<file path="config.mk">
export PLATFORM = sky130hd
export DESIGN_NAME = mips_alu
export DESIGN_NICKNAME = d
export VERILOG_FILES = /design/src/rtl/mips_alu.sv
export SDC_FILE = /design/constraint.sdc
export NUM_CORES = 1
export LEC_CHECK = 0
export ABC_AREA = 1
export CORE_MARGIN = 3
export CORE_UTILIZATION = 50
export CTS_CLUSTER_DIAMETER = 150
export CTS_CLUSTER_SIZE = 40
export DETAILED_ROUTE_END_ITERATION = 10
export PLACE_DENSITY = 0.85
export SLEW_MARGIN = 5
export SYNTH_ARGS = -nofsm -noshare
export SYNTH_HDL_FRONTEND = slang
export SYNTH_SLANG_ARGS = --single-unit
</file>
<file path="constraint.sdc">
create_clock -name clk -period 4.6 [get_ports clk]
set_input_delay 1.15 -clock clk [delete_from_list [all_inputs] [get_ports clk]]
set_output_delay 1.15 -clock clk [all_outputs]
set_load 0.005 [all_outputs]
</file>
<file path="src/rtl/mips_alu.sv">
// 32-bit ALU for the multicycle MIPS datapath.
// Produces a combinational result, zero and overflow flags, and a registered copy (ALUOut).
module mips_alu (
  input  logic        clk,
  input  logic        reset,
  input  logic [31:0] srca,
  input  logic [31:0] srcb,
  input  logic [2:0]  alucontrol,
  output logic [31:0] aluresult,
  output logic        zero,
  output logic        overflow,
  output logic [31:0] aluout
);

  logic [31:0] bb_s;
  logic [31:0] sum_s;
  logic        ovf_s;
  logic [31:0] aluout_r;

  // Shared adder: B is inverted and the carry-in is set for SUB/SLT and the negated-B logic ops.
  always_comb begin
    bb_s  = 32'h0;
    sum_s = 32'h0;
    ovf_s = 1'b0;
    if (alucontrol[2] == 1'b1) begin
      bb_s = ~srcb;
    end else begin
      bb_s = srcb;
    end
    sum_s = srca + bb_s + {31'b0, alucontrol[2]};
    ovf_s = (srca[31] == bb_s[31]) && (sum_s[31] != srca[31]);
  end

  // Result select; undefined codes fall to zero so nothing X-dependent is held.
  always_comb begin
    aluresult = 32'h0;
    overflow  = 1'b0;
    case (alucontrol)
      3'b000: aluresult = srca & srcb;
      3'b001: aluresult = srca | srcb;
      3'b010: begin
        aluresult = sum_s;
        overflow  = ovf_s;
      end
      3'b011: aluresult = 32'h0;
      3'b100: aluresult = srca & bb_s;
      3'b101: aluresult = srca | bb_s;
      3'b110: begin
        aluresult = sum_s;
        overflow  = ovf_s;
      end
      3'b111: aluresult = {31'b0, sum_s[31] ^ ovf_s};
      default: begin
        aluresult = 32'h0;
        overflow  = 1'b0;
      end
    endcase
  end

  // Zero flag follows the final result for every code.
  always_comb begin
    zero = (aluresult == 32'h0);
  end

  // ALUOut register, loaded every edge; reset dominates a coincident edge.
  always_ff @(posedge clk or posedge reset) begin
    if (reset) begin
      aluout_r <= 32'h0;
    end else begin
      aluout_r <= aluresult;
    end
  end

  assign aluout = aluout_r;

endmodule

</file>
==> results of run 1 <==
cells by family after synthesis:
family / after synthesis
and+or+nand+nor: 475
buffers and inverters: 166
AOI/OAI and AO/OA: 103
xor gates and xnor gates: 44
adders and majority gates: 34
DFF: 32
synthesized netlist by cell type (2+ instances only):
cell type and n:
nand2_1 296, inv_1 146, nor2_1 67, nand3_1 55
o21ai_0 42, a21oi_1 36, ha_1 33, dfrtp_1 32
xor2_1 29, xnor2_1 15, nand4_1 10, nand2_2 7
nand3b_1 7, o31ai_1 7, and2_1 6, o211ai_1 6
a21o_1 5, buf_2 5, buf_6 5, clkbuf_1 5
nor2_2 5, nor3_1 5, nand2_4 4, nand3_2 4
inv_2 3, and3_1 2, o21bai_1 2, or2_2 2
stage by stage:
step	util, %	setup WS [ns]	hold slack, ns
floorplan	-	0.157	1.27
global placement	81.4	-0.821	1.77
detailed placement	81.4	-1.00	1.83
==> flow_summary.yaml, run 1 <==
yosys:
  ys_types: 41
  synth-xor-area-share_pct: 7.85
  ys_seq_area_share_pct: 16.3
  yosys-mux-area-fraction_pct: 0
  yosysTopAreaCellShare_pct: 22.6
  syn-instance-count: 854
  async_flop_share_pct: 100
  yosysTopAreaCell: "nand2_1"
  synth.cell_area_sq_um: 4910
  synth_simple_gate_area_share_pct: 41.5
  synth_area_per_cell_sq_um: 5.75
  syn_nets: 957
  synth_edf_count: 0
  synthAdderAreaFrac_pct: 8.82
  synth-main-ff-cell: "dfrtp_1"
  synth_top_family_by_area: "simple AND/OR/NAND/NOR gates"
  ys_ff_latch: 32
  synth_area_leaders: "nand2_1 23%, dfrtp_1 16%, inv_1 11%, ha_1 8.4%, nand3_1 5.6%"
  synth_compound_area_share_pct: 11.8
  ys.warnings.count: 0
clock_tree:
  clock-root-buffer: "clkbuf_8"
  post_cts_resized: 390
  postCtsSetupRepairBufs: 47
  htreeDepth: 2
  numCtsBuffers: 5
  clockBufferDepth: 2
  cts_hold_buf: 0
  cts.sinks: 32
placement:
  dp_hpwl_um: 17200
  port_buffers: 134
  dpl_cell_area_sq_um: 7630
  routabilityCongestion: 1.00
  dp.cells: 1273
floorplan:
  pin_count: 135
  die_h_um: 105
  fp.dieW_um: 105
  start_util_pct: 52.4
  row_count: 35
outcome:
  firstError: "[ERROR DPL-0033] detailed placement checks failed during check placement."
  lastStage: "4_1_cts"
  status: "did not finish"
==> run 2, diff against run 1 <==
--- a/config.mk
+++ b/config.mk
@@ -7,11 +7,9 @@
 export LEC_CHECK = 0
 export ABC_AREA = 1
 export CORE_MARGIN = 3
-export CORE_UTILIZATION = 50
-export CTS_CLUSTER_DIAMETER = 150
-export CTS_CLUSTER_SIZE = 40
+export CORE_UTILIZATION = 40
 export DETAILED_ROUTE_END_ITERATION = 10
-export PLACE_DENSITY = 0.85
+export PLACE_DENSITY_LB_ADDON = 0.15
 export SLEW_MARGIN = 5
 export SYNTH_ARGS = -nofsm -noshare
 export SYNTH_HDL_FRONTEND = slang
==> run 2 against run 1 <==
The flow now finishes, with violations (negative setup slack). Synthesized cell count unchanged. Area after synthesis unchanged.
==> flow_summary.yaml, run 2 <==
global_routing:
  grt_usage_pct: 31.0
  grt_max_degree: 33
  grt-ovfl-total: 0
  grt_pass1_wl_um: 32900
  grt_antenna_before_repair: 0
  grt_pass1_vias: 6615
floorplan:
  start_util_pct: 41.9
  fp.coreArea_sq_um: 11700
  row_count: 39
  dieArea_sq_um: 13600
  fp.dieW_um: 117
  pin_count: 135
  die_h_um: 117
clock_tree:
  cts.sinks: 32
  path_clk_slew_ns: 0.05
  htreeDepth: 2
  cts_tree: "built"
  numCtsBuffers: 5
  clock-root-buffer: "clkbuf_16"
  clockBufferDepth: 2
final_layout:
  largest_reg_flops: 32
  finalCoreUtilization_pct: 85.6
  final_common_cell: "buf_4"
  layout_common_cells: "216 x buf_4, 206 x nand2_1, 129 x inv_1"
  final_area_sq_um: 10000
  num_antenna_cells: 0
  area_growth_pct: 104
  final_nets: 1322
  drive_above_1_share_pct: 45.6
critical_path:
  endpoint_kind: "primary output"
  critPathLaunch: "alucontrol[2]"
  critPathMaxFanout: 7
  crit_arrival_ns: 3.82
  worst-endpoint-required_ns: 3.45
  crit_type: "primary input to primary output"
  worst_setup_path_start_kind: "primary input"
timing:
  post-route-period-util_pct: 108
  relSlewSlack_pct: 27.1
  fmax_mhz: 201
  timing.final.ws_setup_ns: -0.371
  fin_crit_ns: 4.97
  finalSetupViolCount: 14
  hold_viol_final: 0
  tightest_slew_ns: 1.09
  drv_slew: 0
  rsz0062_at_grt: "true"
power_and_ir_drop:
  p_per_area_nw_per_um2: 228
  power_leakage_nw: 5.21
  vdd_ir_drop_max_mv: 0.142
route:
  drt_iter0_markers: 947
  ant_nets: 0
  post-route-drc-count: 0
  via_per_inst: 5.64
  routed_wl_um: 26100
  drtPass1Iterations: 7
  via_count: 7677
  avgRoutedWirePerCell_um: 19.2
placement:
  routabilityCongestion: 0.958
  dp_hpwl_um: 15800
  port_buffers: 134
  dpl_cell_area_sq_um: 7570
yosys:
  ys_types: 41
  synthMostInstantiatedCell: "nand2_1"
  synth_area_leaders: "nand2_1 23%, dfrtp_1 16%, inv_1 11%, ha_1 8.4%, nand3_1 5.6%"
  yosysTopAreaCellShare_pct: 22.6
  ys_seq_area_share_pct: 16.3
  yosys-top-cells-count: "296 x nand2_1, 146 x inv_1, 67 x nor2_1"
  syn_nets: 957
  ys_ff_latch: 32
  synth_edf_count: 0
  synth.cell_area_sq_um: 4910
  async_flop_share_pct: 100
  syn-instance-count: 854
  ys.warnings.count: 0
  synth_area_per_cell_sq_um: 5.75
  yosysTopAreaCell: "nand2_1"
  synth-main-ff-cell: "dfrtp_1"
outcome:
  status: "finished, violations left"
  violations: "negative setup slack"
hold_path:
  hp-class: "primary input to asynchronous set/reset pin"
run:
  max_cap_violations: 0
==> run 2: cell counts after synthesis <==
Identical to the previous run, type by type.
==> run 2: metal layers <==
layer / GRT usage, % / wire [um] / vias up
met2: 50.7 / 12200 / 633
li1: - / - / 3382
met4: 10.9 / 1410 / 0
met1: 41.9 / 9480 / 3516
met5: 0 / 0 / -
met3: 4.16 / 3000 / 146
==> run 2: worst max-delay path by stage <==
stage          cells after the start  slack [ns]  endpoint
6_report                          21       -0.37      zero
5_1_grt                           21       -0.43      zero
4_1_cts                           16       -0.15      zero
3_5_place_dp                      15       -0.93      zero
3_3_place_gp                      19       -0.87      zero
2_1_floorplan                     16        0.16      zero
==> run 2: final cells by class <==
type | count | area (sq um)
clock inverter | 1 | 5.00
timing repair buffer | 375 | 3270
clock buffer | 6 | 129
inverter | 149 | 569
tap | 143 | 179
sequential | 32 | 801
fill | 624 | 1680
multi-input combinational | 656 | 5070
==> run 2: where the power goes <==
| part | internal, mW | total, mW | switching (mW) |
|---|---|---|---|
| Clock | 0.195 | 0.298 | 0.102 |
| Sequential | 0.319 | 0.328 | 0.00862 |
| Combinational | 0.803 | 1.66 | 0.856 |
| Total | 1.32 | 2.28 | 0.967 |
==> run 2: metrics by stage <==
step | power, mW | setup slack (ns) | setup TNS, ns | hold WS [ns] | std cells
floorplan | 0.852 | 0.157 | 0 | 1.27 | 854
global placement | 1.44 | -0.866 | -14.68 | 1.79 | 1279
detailed placement | 1.44 | -0.929 | -15.38 | 1.78 | 1279
CTS | 1.98 | -0.151 | -0.210 | 1.50 | 1339
global route | 2.39 | -0.429 | -2.97 | 1.48 | 1362
finish | 2.28 | -0.371 | -1.62 | 1.46 | 1362
==> run 2: cells by family (layout without fill, tap and decap cells) <==
family	Yosys count	in the layout	share of synthesized area [%]
XOR/XNOR	44	44	7.85
AND/OR/NAND/NOR	475	475	41.5
AO/OA/AOI/OAI	103	103	11.8
buffers and inverters	166	531	13.8
adder cells (fa/ha/maj)	34	34	8.82
flip-flops	32	32	16.3
==> run 2: timing repair <==
item,in CTS,in global routing
setup buffers,51,24
endpoints found under the setup margin,33,32
hold buffers,0,0
cloned,2,0
pin swaps,131,109
resized for setup,299,217
==> run 2: critical path, cell delays in order <==
cell	delay [ns]
buf_12	0.13
buf_16	0.18
xor2_4	0.28
ha_4	0.26
nand2_4	0.08
inv_1	0.06
nand2_1	0.09
nand2_2	0.08
a21oi_2	0.17
buf_4	0.13
buf_4	0.09
buf_4	0.10
nand4_1	0.15
nand3_2	0.19
nand2_2	0.09
nor2_1	0.11
nand2_1	0.07
nor2_1	0.10
nand3_1	0.07
nor2_1	0.10
buf_2	0.13
(Power assumes the default switching activity.)
